**config.mk**
```make
export PLATFORM = sky130hd
export DESIGN_NAME = valid_ready_slave
export DESIGN_NICKNAME = d
export VERILOG_FILES = /design/src/rtl/valid_ready_slave.sv
export SDC_FILE = /design/constraint.sdc
export NUM_CORES = 1
export LEC_CHECK = 0
export BUFFER_PORTS_ARGS = -buffer_cell sky130_fd_sc_hd__buf_2
export CORE_MARGIN = 10
export CORE_UTILIZATION = 51
export DETAILED_ROUTE_END_ITERATION = 12
export GPL_TIMING_DRIVEN = 1
export PLACE_DENSITY = 0.75
export SETUP_SLACK_MARGIN = 0.5
export SLEW_MARGIN = 0
export SYNTH_ARGS = -nofsm -noshare
export SYNTH_HDL_FRONTEND = slang
export SYNTH_SLANG_ARGS = --single-unit
```
**constraint.sdc**
```tcl
create_clock -name clk -period 2.35 [get_ports clk]
set_clock_uncertainty 0.05 [all_clocks]
set_input_delay 0.47 -clock clk [delete_from_list [all_inputs] [get_ports clk]]
set_output_delay 0.47 -clock clk [all_outputs]
set_load 0.01 [all_outputs]
```
**src/rtl/valid_ready_slave.sv**
```systemverilog
// Valid/ready receive slave: buffers accepted beats in a small FIFO, drains them
// as a registered strobe, counts acceptances and flags breaks in the +1 sequence.
module valid_ready_slave #(
  parameter int DEPTH = 4
) (
  input  logic                     clk,
  input  logic                     rst_n,
  input  logic                     i_s_valid,
  input  logic [7:0]               i_s_data,
  input  logic                     i_s_stall,
  output logic                     o_s_ready,
  output logic [7:0]               o_s_data,
  output logic                     o_s_data_valid,
  output logic [$clog2(DEPTH):0]   o_s_level,
  output logic [15:0]              o_s_count,
  output logic                     o_s_seq_err
);

  localparam int AW = $clog2(DEPTH);
  localparam int LW = AW + 1;

  typedef enum logic {
    ST_IDLE  = 1'b0,
    ST_TRACK = 1'b1
  } chk_state_t;

  logic [7:0]    mem_q [DEPTH];
  logic [AW-1:0] wr_ptr_q, wr_ptr_d;
  logic [AW-1:0] rd_ptr_q, rd_ptr_d;
  logic [LW-1:0] level_q, level_d;
  logic [7:0]    data_q, data_d;
  logic          data_valid_q, data_valid_d;
  logic [15:0]   count_q, count_d;
  logic [7:0]    last_q, last_d;
  logic          seq_err_q, seq_err_d;
  chk_state_t    state_q, state_d;

  logic push;
  logic pop;

  // Ready depends on registered occupancy only, so a pop in the same cycle
  // never reopens a full FIFO.
  assign o_s_ready = (level_q != LW'(DEPTH));
  assign push      = i_s_valid & o_s_ready;
  assign pop       = (level_q != '0) & ~i_s_stall;

  always_comb begin
    wr_ptr_d     = wr_ptr_q;
    rd_ptr_d     = rd_ptr_q;
    level_d      = level_q;
    data_d       = data_q;
    data_valid_d = 1'b0;
    count_d      = count_q;
    last_d       = last_q;
    seq_err_d    = seq_err_q;
    state_d      = state_q;

    if (push) begin
      wr_ptr_d = wr_ptr_q + AW'(1);
      count_d  = count_q + 16'd1;
    end

    if (pop) begin
      rd_ptr_d     = rd_ptr_q + AW'(1);
      data_d       = mem_q[rd_ptr_q];
      data_valid_d = 1'b1;
    end

    case ({push, pop})
      2'b10:   level_d = level_q + LW'(1);
      2'b01:   level_d = level_q - LW'(1);
      default: level_d = level_q;
    endcase

    // The first beat after reset only seeds the reference value.
    if (push) begin
      last_d = i_s_data;
      case (state_q)
        ST_IDLE: begin
          state_d = ST_TRACK;
        end
        ST_TRACK: begin
          if (i_s_data != last_q + 8'd1) begin
            seq_err_d = 1'b1;
          end
        end
        default: begin
          state_d = ST_IDLE;
        end
      endcase
    end
  end

  always_ff @(posedge clk or negedge rst_n) begin
    if (!rst_n) begin
      wr_ptr_q     <= '0;
      rd_ptr_q     <= '0;
      level_q      <= '0;
      data_q       <= '0;
      data_valid_q <= 1'b0;
      count_q      <= '0;
      last_q       <= '0;
      seq_err_q    <= 1'b0;
      state_q      <= ST_IDLE;
    end else begin
      wr_ptr_q     <= wr_ptr_d;
      rd_ptr_q     <= rd_ptr_d;
      level_q      <= level_d;
      data_q       <= data_d;
      data_valid_q <= data_valid_d;
      count_q      <= count_d;
      last_q       <= last_d;
      seq_err_q    <= seq_err_d;
      state_q      <= state_d;
    end
  end

  // Storage needs no reset; the pointers and level define which entries are live.
  always_ff @(posedge clk) begin
    if (push) begin
      mem_q[wr_ptr_q] <= i_s_data;
    end
  end

  assign o_s_data       = data_q;
  assign o_s_data_valid = data_valid_q;
  assign o_s_level      = level_q;
  assign o_s_count      = count_q;
  assign o_s_seq_err    = seq_err_q;

endmodule

```
# Word level (Yosys, flattened, before mapping)
# Memory sizes are Yosys's and may differ from the RTL's. A register that Yosys moved wholly into a read port is not among the register bits.
# Index checks and enable logic that the tools add are counted.
# totals
wordCells,30
ramBits,32
ff_bits,34
input_bits,12
n_memories,1
output_inout_bits,30
# op_classes
bitwise_logic,3
reduce_logical,4
eq_ne,4
n_addsub,6
mux,4
# mem_list
memory,depth,width,read_ports,rd_ports_with_merged_regs,write_ports,line,rtl
mem_q,4,8,1,1,1,27,logic [7:0] mem_q [DEPTH];
# ops
operator,n
16-bit by 1-bit adder with 16-bit output (second input constant),1
8-bit by 1-bit adder with 8-bit output (second input constant),1
8-bit inequality test,1
3-bit one-hot mux with 2 select lines,1
2-bit by 1-bit adder with 2-bit output (second input constant),2
3-bit by 1-bit adder with 3-bit output (second input constant),1
1-bit 2-to-1 mux,3
3-bit inequality test (second input constant),1
3-bit AND reduction,1
3-bit nonzero test,1
3-bit by 1-bit subtractor with 3-bit output (second input constant),1
1-bit AND,2
2-bit by 1-bit equality test with 1-bit output (second input constant),1
2-bit equality test (second input constant),1
2-bit nonzero test,1
1-bit zero test,1
1-bit inverter,1

# Logic depth before layout (Yosys ltp)
# depth
depth_word,4
mapped_depth,12
depth_no_buf,9

# Worst setup path after synthesis
# Ideal clock, no wire load.
# synth_path
path_kind,flip-flop to flip-flop
startpoint,register level_q[0] (netlist: o_s_level[0])
endpoint,register level_q[2] (netlist: o_s_level[2])
t_required_ns,2.221
period_less_slack_ns,2.551
path_buffers,3
slack_ns,-0.201
path_stages_with_launch,13
t_arrival_ns,2.422
path_cell_list,dfrtp_1 > or3b_1 > buf_6 > and2_2 > buf_2 > inv_2 > buf_6 > ha_1 > inv_1 > fa_1 > xor2_1 > nor2_1 > xor2_1
# synth_via
elab_chain_cells,4
word_cells_on_any_way,10
cone_classes,add/sub: 2; eq/ne: 3; mux: 1; bitwise: 2; reduce/logical: 2
# synth_lines
element,line,rtl
start: declaration,30,"logic [LW-1:0] level_q, level_d;"
start signal: assignment,108,level_q <= level_d;
3-bit inequality test *,43,assign o_s_ready = (level_q != LW'(DEPTH));
via o_s_ready,11,"output logic o_s_ready,"
1-bit AND *,44,assign push = i_s_valid & o_s_ready;
2-bit by 1-bit equality test with 1-bit output / 2-bit equality test (equally long branches),69,"case ({push, pop})"
3-bit one-hot mux with 2 select lines / 2-bit nonzero test (equally long branches),-,
# The timed path passes the listed nets; every way through them passes the cells marked *.
# A chain may end at the register's enable or synchronous reset.

# Worst setup path in the final report
# layout_path
startpoint,register level_q[1] (netlist: o_s_level[1])
endpoint,register level_q[2] (netlist: o_s_level[2])
# layout_via
elab_chain_cells,4
word_cells_on_any_way,10
cone_classes,add/sub: 2; eq/ne: 3; mux: 1; bitwise: 2; reduce/logical: 2
# layout_lines
element,line
3-bit inequality test / 3-bit nonzero test (equally long branches),"43, 45"
1-bit AND (on tied branches),"44, 45"
2-bit by 1-bit equality test with 1-bit output / 2-bit equality test (equally long branches),69
3-bit one-hot mux with 2 select lines / 2-bit nonzero test (equally long branches),-
# Parallel ways exist; a longest one is shown, timed or not.

==> summary by stage <==
Route
After detailed routing, no signal wire sits above met4. The count of TritonRoute iterations in the first routing pass is 4. The detailed router finished its first iteration with 61 violations. The number of nets with antenna violations after routing is 0. The DRC violation count after routing is 0. After detailed routing, the average wire length per cell comes to 16.8 um. The via count of the routed design is 1941. Detailed routing placed a total of 216 um of wire on met3. The routed length on met1 is 2730 um. The via-per-instance ratio is 5.25. The met2 wire length is 3180 um. For this block, the routed nets add up to 6200 um of wire.

Power
In this run switching power makes up 32.5% of total power. The part of the power in registers is 45.6%. The clock network burns 22.8% of the power. The combinational power share is 31.6%. The power per cell area is 1150 nW/um^2. The largest vdd supply drop is 0.000571 V. The switching power is 1420 uW.

The cell-internal power is 2950 uW. For this design the static power due to leakage is 0.00163 uW.

Clock network
Clock-pin slew was measured on the worst setup and hold paths at 80 ps. The clock passes through at most 2 buffers. TritonCTS built the clock tree. The number of hold-repair buffers added at the cts stage is 0. The H-tree was split into 3 levels. CTS saw 74 sinks. The latest clock arrival within the worst-skew pair is 350 ps. CTS placed an instance of clkbuf_8 at the clock tree root.

The CTS buffer count is 9.

Floorplan
The total number of placement rows is 28. Once the floorplan was initialized, standard cells occupied 53.3% of the core. From bottom edge to top edge, the die measures 99.4 um. For this design the top-level I/O count stands at 42. The die is 99.4 um wide. The die covers 9870 um^2. In this run the standard cell core region covers 6030 um^2.

Layout
The number of filler instances in the final layout is 457. Cells fill 63.4% of the core in the end. The multi-input logic area is 1150 um^2. The repair_antennas step left the layout with diodes totalling 0. The share of layout cells above drive strength 1 is 35.9%. Summing all flip-flop and latch instances after layout gives 2010 um^2. The area growth from synthesis to layout is 19.0%. The final non-filler cell total is 370. The final instance area is 3820 um^2. After the last flow step, the layout net total stands at 310.

Worst setup path
The sort of element at the end of the critical path is a flop. The origin of the worst setup path is o_s_level[1]. The critical path is of the flop to flop type.

The endpoint of the most critical setup path is o_s_level[2]. The startpoint identified for the worst register-to-register timing path is o_s_level[1]. The data arrival time at the worst-slack endpoint is 2350 ps. In this run the register-to-register setup slack is 220 ps.

In this run the worst path has a maximum fanout of 3. The endpoint identified for the worst register-to-register timing path is o_s_level[2]. For the worst setup path, the data required time is 2570 ps. The worst setup path is launched from a flop. The number of cells on the worst reg-to-reg path is 9.

STA
Timing would allow up to 469 MHz. The headroom to the max-slew limit is 64.4%. The final critical path takes up 90.7% of the cycle. The number of endpoints with negative hold slack in the final report was 0. The actual slew at the worst max-slew pin is 534 ps. Setup violations remaining at the end of the flow were counted as 0. The worst setup slack after layout is 219 ps. For the finished layout, the period the worst path requires is 2130 ps. Setup repair after global routing could not meet its margin everywhere. The worst-case hold slack is 25.9 ps. The final max-slew violation count is 0.

Logic synthesis
In this run the biggest area consumer among cell types represents 32.7% of the synthesized area. The average cell area after synthesis is 13.8 um^2. The cell type contributing the most total cell area after synthesis is dfrtp_1. Of the total synthesized cell area, the portion taken by full adders, half adders and majority gates is 3.35%.

The synthesized design contains 32 enable-type register cells. The number of nets in the synthesized netlist is 252. The complex-gate fraction of the synthesized area is 2.69%. Counting flops and latches in the post-synthesis netlist gives 74. The cell count after synthesis is 232. The synthesized-area fraction occupied by xor and xnor cells is 7.91%. The sequential fraction of the synthesis area is 62.6%. Synthesis instantiated 44 different standard cells from the library. The fraction of synthesis flops using an asynchronous set or reset pin is 56.8%. The synthesized netlist devotes 11.9% of its cell area to simple gates. Yosys printed 0 warnings. For this run, the leading register cell type out of synthesis is dfrtp_1. The cell with the most instances after synthesis is dfrtp_1. Of the post-synthesis cell area, the part taken by muxes is 8.73%. By area, the combinational part of the netlist is dominated by simple AND/OR/NAND/NOR gates. After synthesis, the most frequently instantiated cells are 42 x dfrtp_1, 40 x nand2_1, 32 x edfxtp_1. In the post-synthesis netlist, the biggest area contributors are dfrtp_1 33%, edfxtp_1 30%, mux4_2 5.6%. The area of the mapped netlist is 3210 um^2.

Global route
The total track usage is 13.0%. The number of global-route vias before repair was 2005. The first-pass GRT wire length is 10000 um. Global routing finished with a remaining overflow of 0.

The pin count of the biggest net entering global routing is 23. The initial antenna violation count is 0.

Place
At the placement stage, the worst setup path has a slack of 115 ps. The number of port buffers is 41. Including well taps, the total number of placed cells is 345. The global placement routability congestion is 0.809. The standard cell area after detailed placement is 3520 um^2.

The half-perimeter wire length after detailed placement is 4200 um.

Run status
The flow ran to the end, and the final reports show no timing, DRC or antenna violations.

Run
The tool flagged a number of max-cap violations equal to 0.

Min path
The worst hold path belongs to the class input port to asynchronous set/reset pin.
critical path, stage by stage (launching register included):
cell and delay (ps):
dfrtp_1 400, or3b_4 410, and2_4 190, inv_4 60, ha_4 120, inv_2 30
fa_2 350, xor2_2 160, nor2_1 120, xor2_1 160
placed cells by master (no fill, tap or decap), types with 2 or more instances in the layout:
cell / synthesis / routed
dfrtp_1: 42 / 41
buf_2: 2 / 40
nand2_1: 40 / 37
edfxtp_1: 32 / 32
xnor2_1: 20 / 20
buf_4: 0 / 13
clkbuf_8: 0 / 10
mux4_2: 8 / 8
mux2_2: 8 / 8
xor2_1: 9 / 8
ha_1: 7 / 6
inv_1: 6 / 5
nor2_1: 5 / 5
and3_2: 4 / 4
nand3_1: 4 / 4
o21ai_0: 4 / 4
nor3_1: 3 / 3
nand4_1: 3 / 3
nand2_2: 0 / 3
a21oi_1: 3 / 3
and4_4: 1 / 2
o31ai_1: 2 / 2
nor2b_1: 2 / 2
clkinv_4: 0 / 2
clkinvlp_4: 0 / 2
per-layer routing:
layer	track usage (%)	up-vias
li1	-	925
met4	6.95	0
met3	3.60	9
met2	20.9	33
met1	15.4	974
met5	0	-
cell families (layout without fill, tap and decap cells):
group	Yosys count	after routing
compound gates	14	14
flops	74	74
simple gates	75	75
xor+xnor	29	29
mux	17	17
fa+ha+maj	8	8
buf+inv	15	78
registers in the layout, summed over array words and instances, names as in the netlist:
| register | cells |
|---|---|
| last_q | 8 |
| mem_q | 32 |
| o_s_count | 16 |
| o_s_data | 8 |
| o_s_data_valid | 1 |
| o_s_level | 3 |
| o_s_seq_err | 1 |
| rd_ptr_q | 2 |
| state_q | 1 |
| wr_ptr_q | 2 |
through the flow:
step / power [uW] / setup TNS (ps)
4_1_cts: 4360 / 0
3_5_place_dp: 3310 / 0
5_1_grt: 4660 / 0
6_report: 4380 / 0
2_1_floorplan: 2890 / -85.2
3_3_place_gp: 3250 / 0
final cells by class:
class                           instances  share of cell area [%]
Multi-Input combinational cell        143                    30.2
Tap cell                               75                    2.46
Clock inverter                          6                    1.74
Inverter                                7                   0.753
Sequential cell                        74                    52.7
Clock buffer                           10                    3.60
Timing Repair Buffer                   55                    8.61
worst min-delay path by stage:
stage                  from           to  slack, ps
floorplan             rst_n    last_q[0]        120
global placement    state_q      state_q        400
detailed placement  state_q      state_q        410
CTS                   rst_n  o_s_data[3]         40
global route          rst_n  o_s_data[0]         50
finish                rst_n  o_s_data[0]         30
timing repair:
action / CTS / global route
buffers inserted: 6 / 3
pin swaps: 6 / 8
setup endpoints to repair: 3 / 35
gates resized for setup: 3 / 7
hold endpoints to repair: 0 / 0
power groups by stage:
stage	clock network, uW	logic (uW)	registers (uW)
after floorplan	0	900	1990
after global placement	0	1240	2010
after CTS	1010	1360	2000
after global routing	1070	1540	2050
after detailed placement	0	1280	2030
final	996	1380	1990
(Power assumes the default switching activity.)
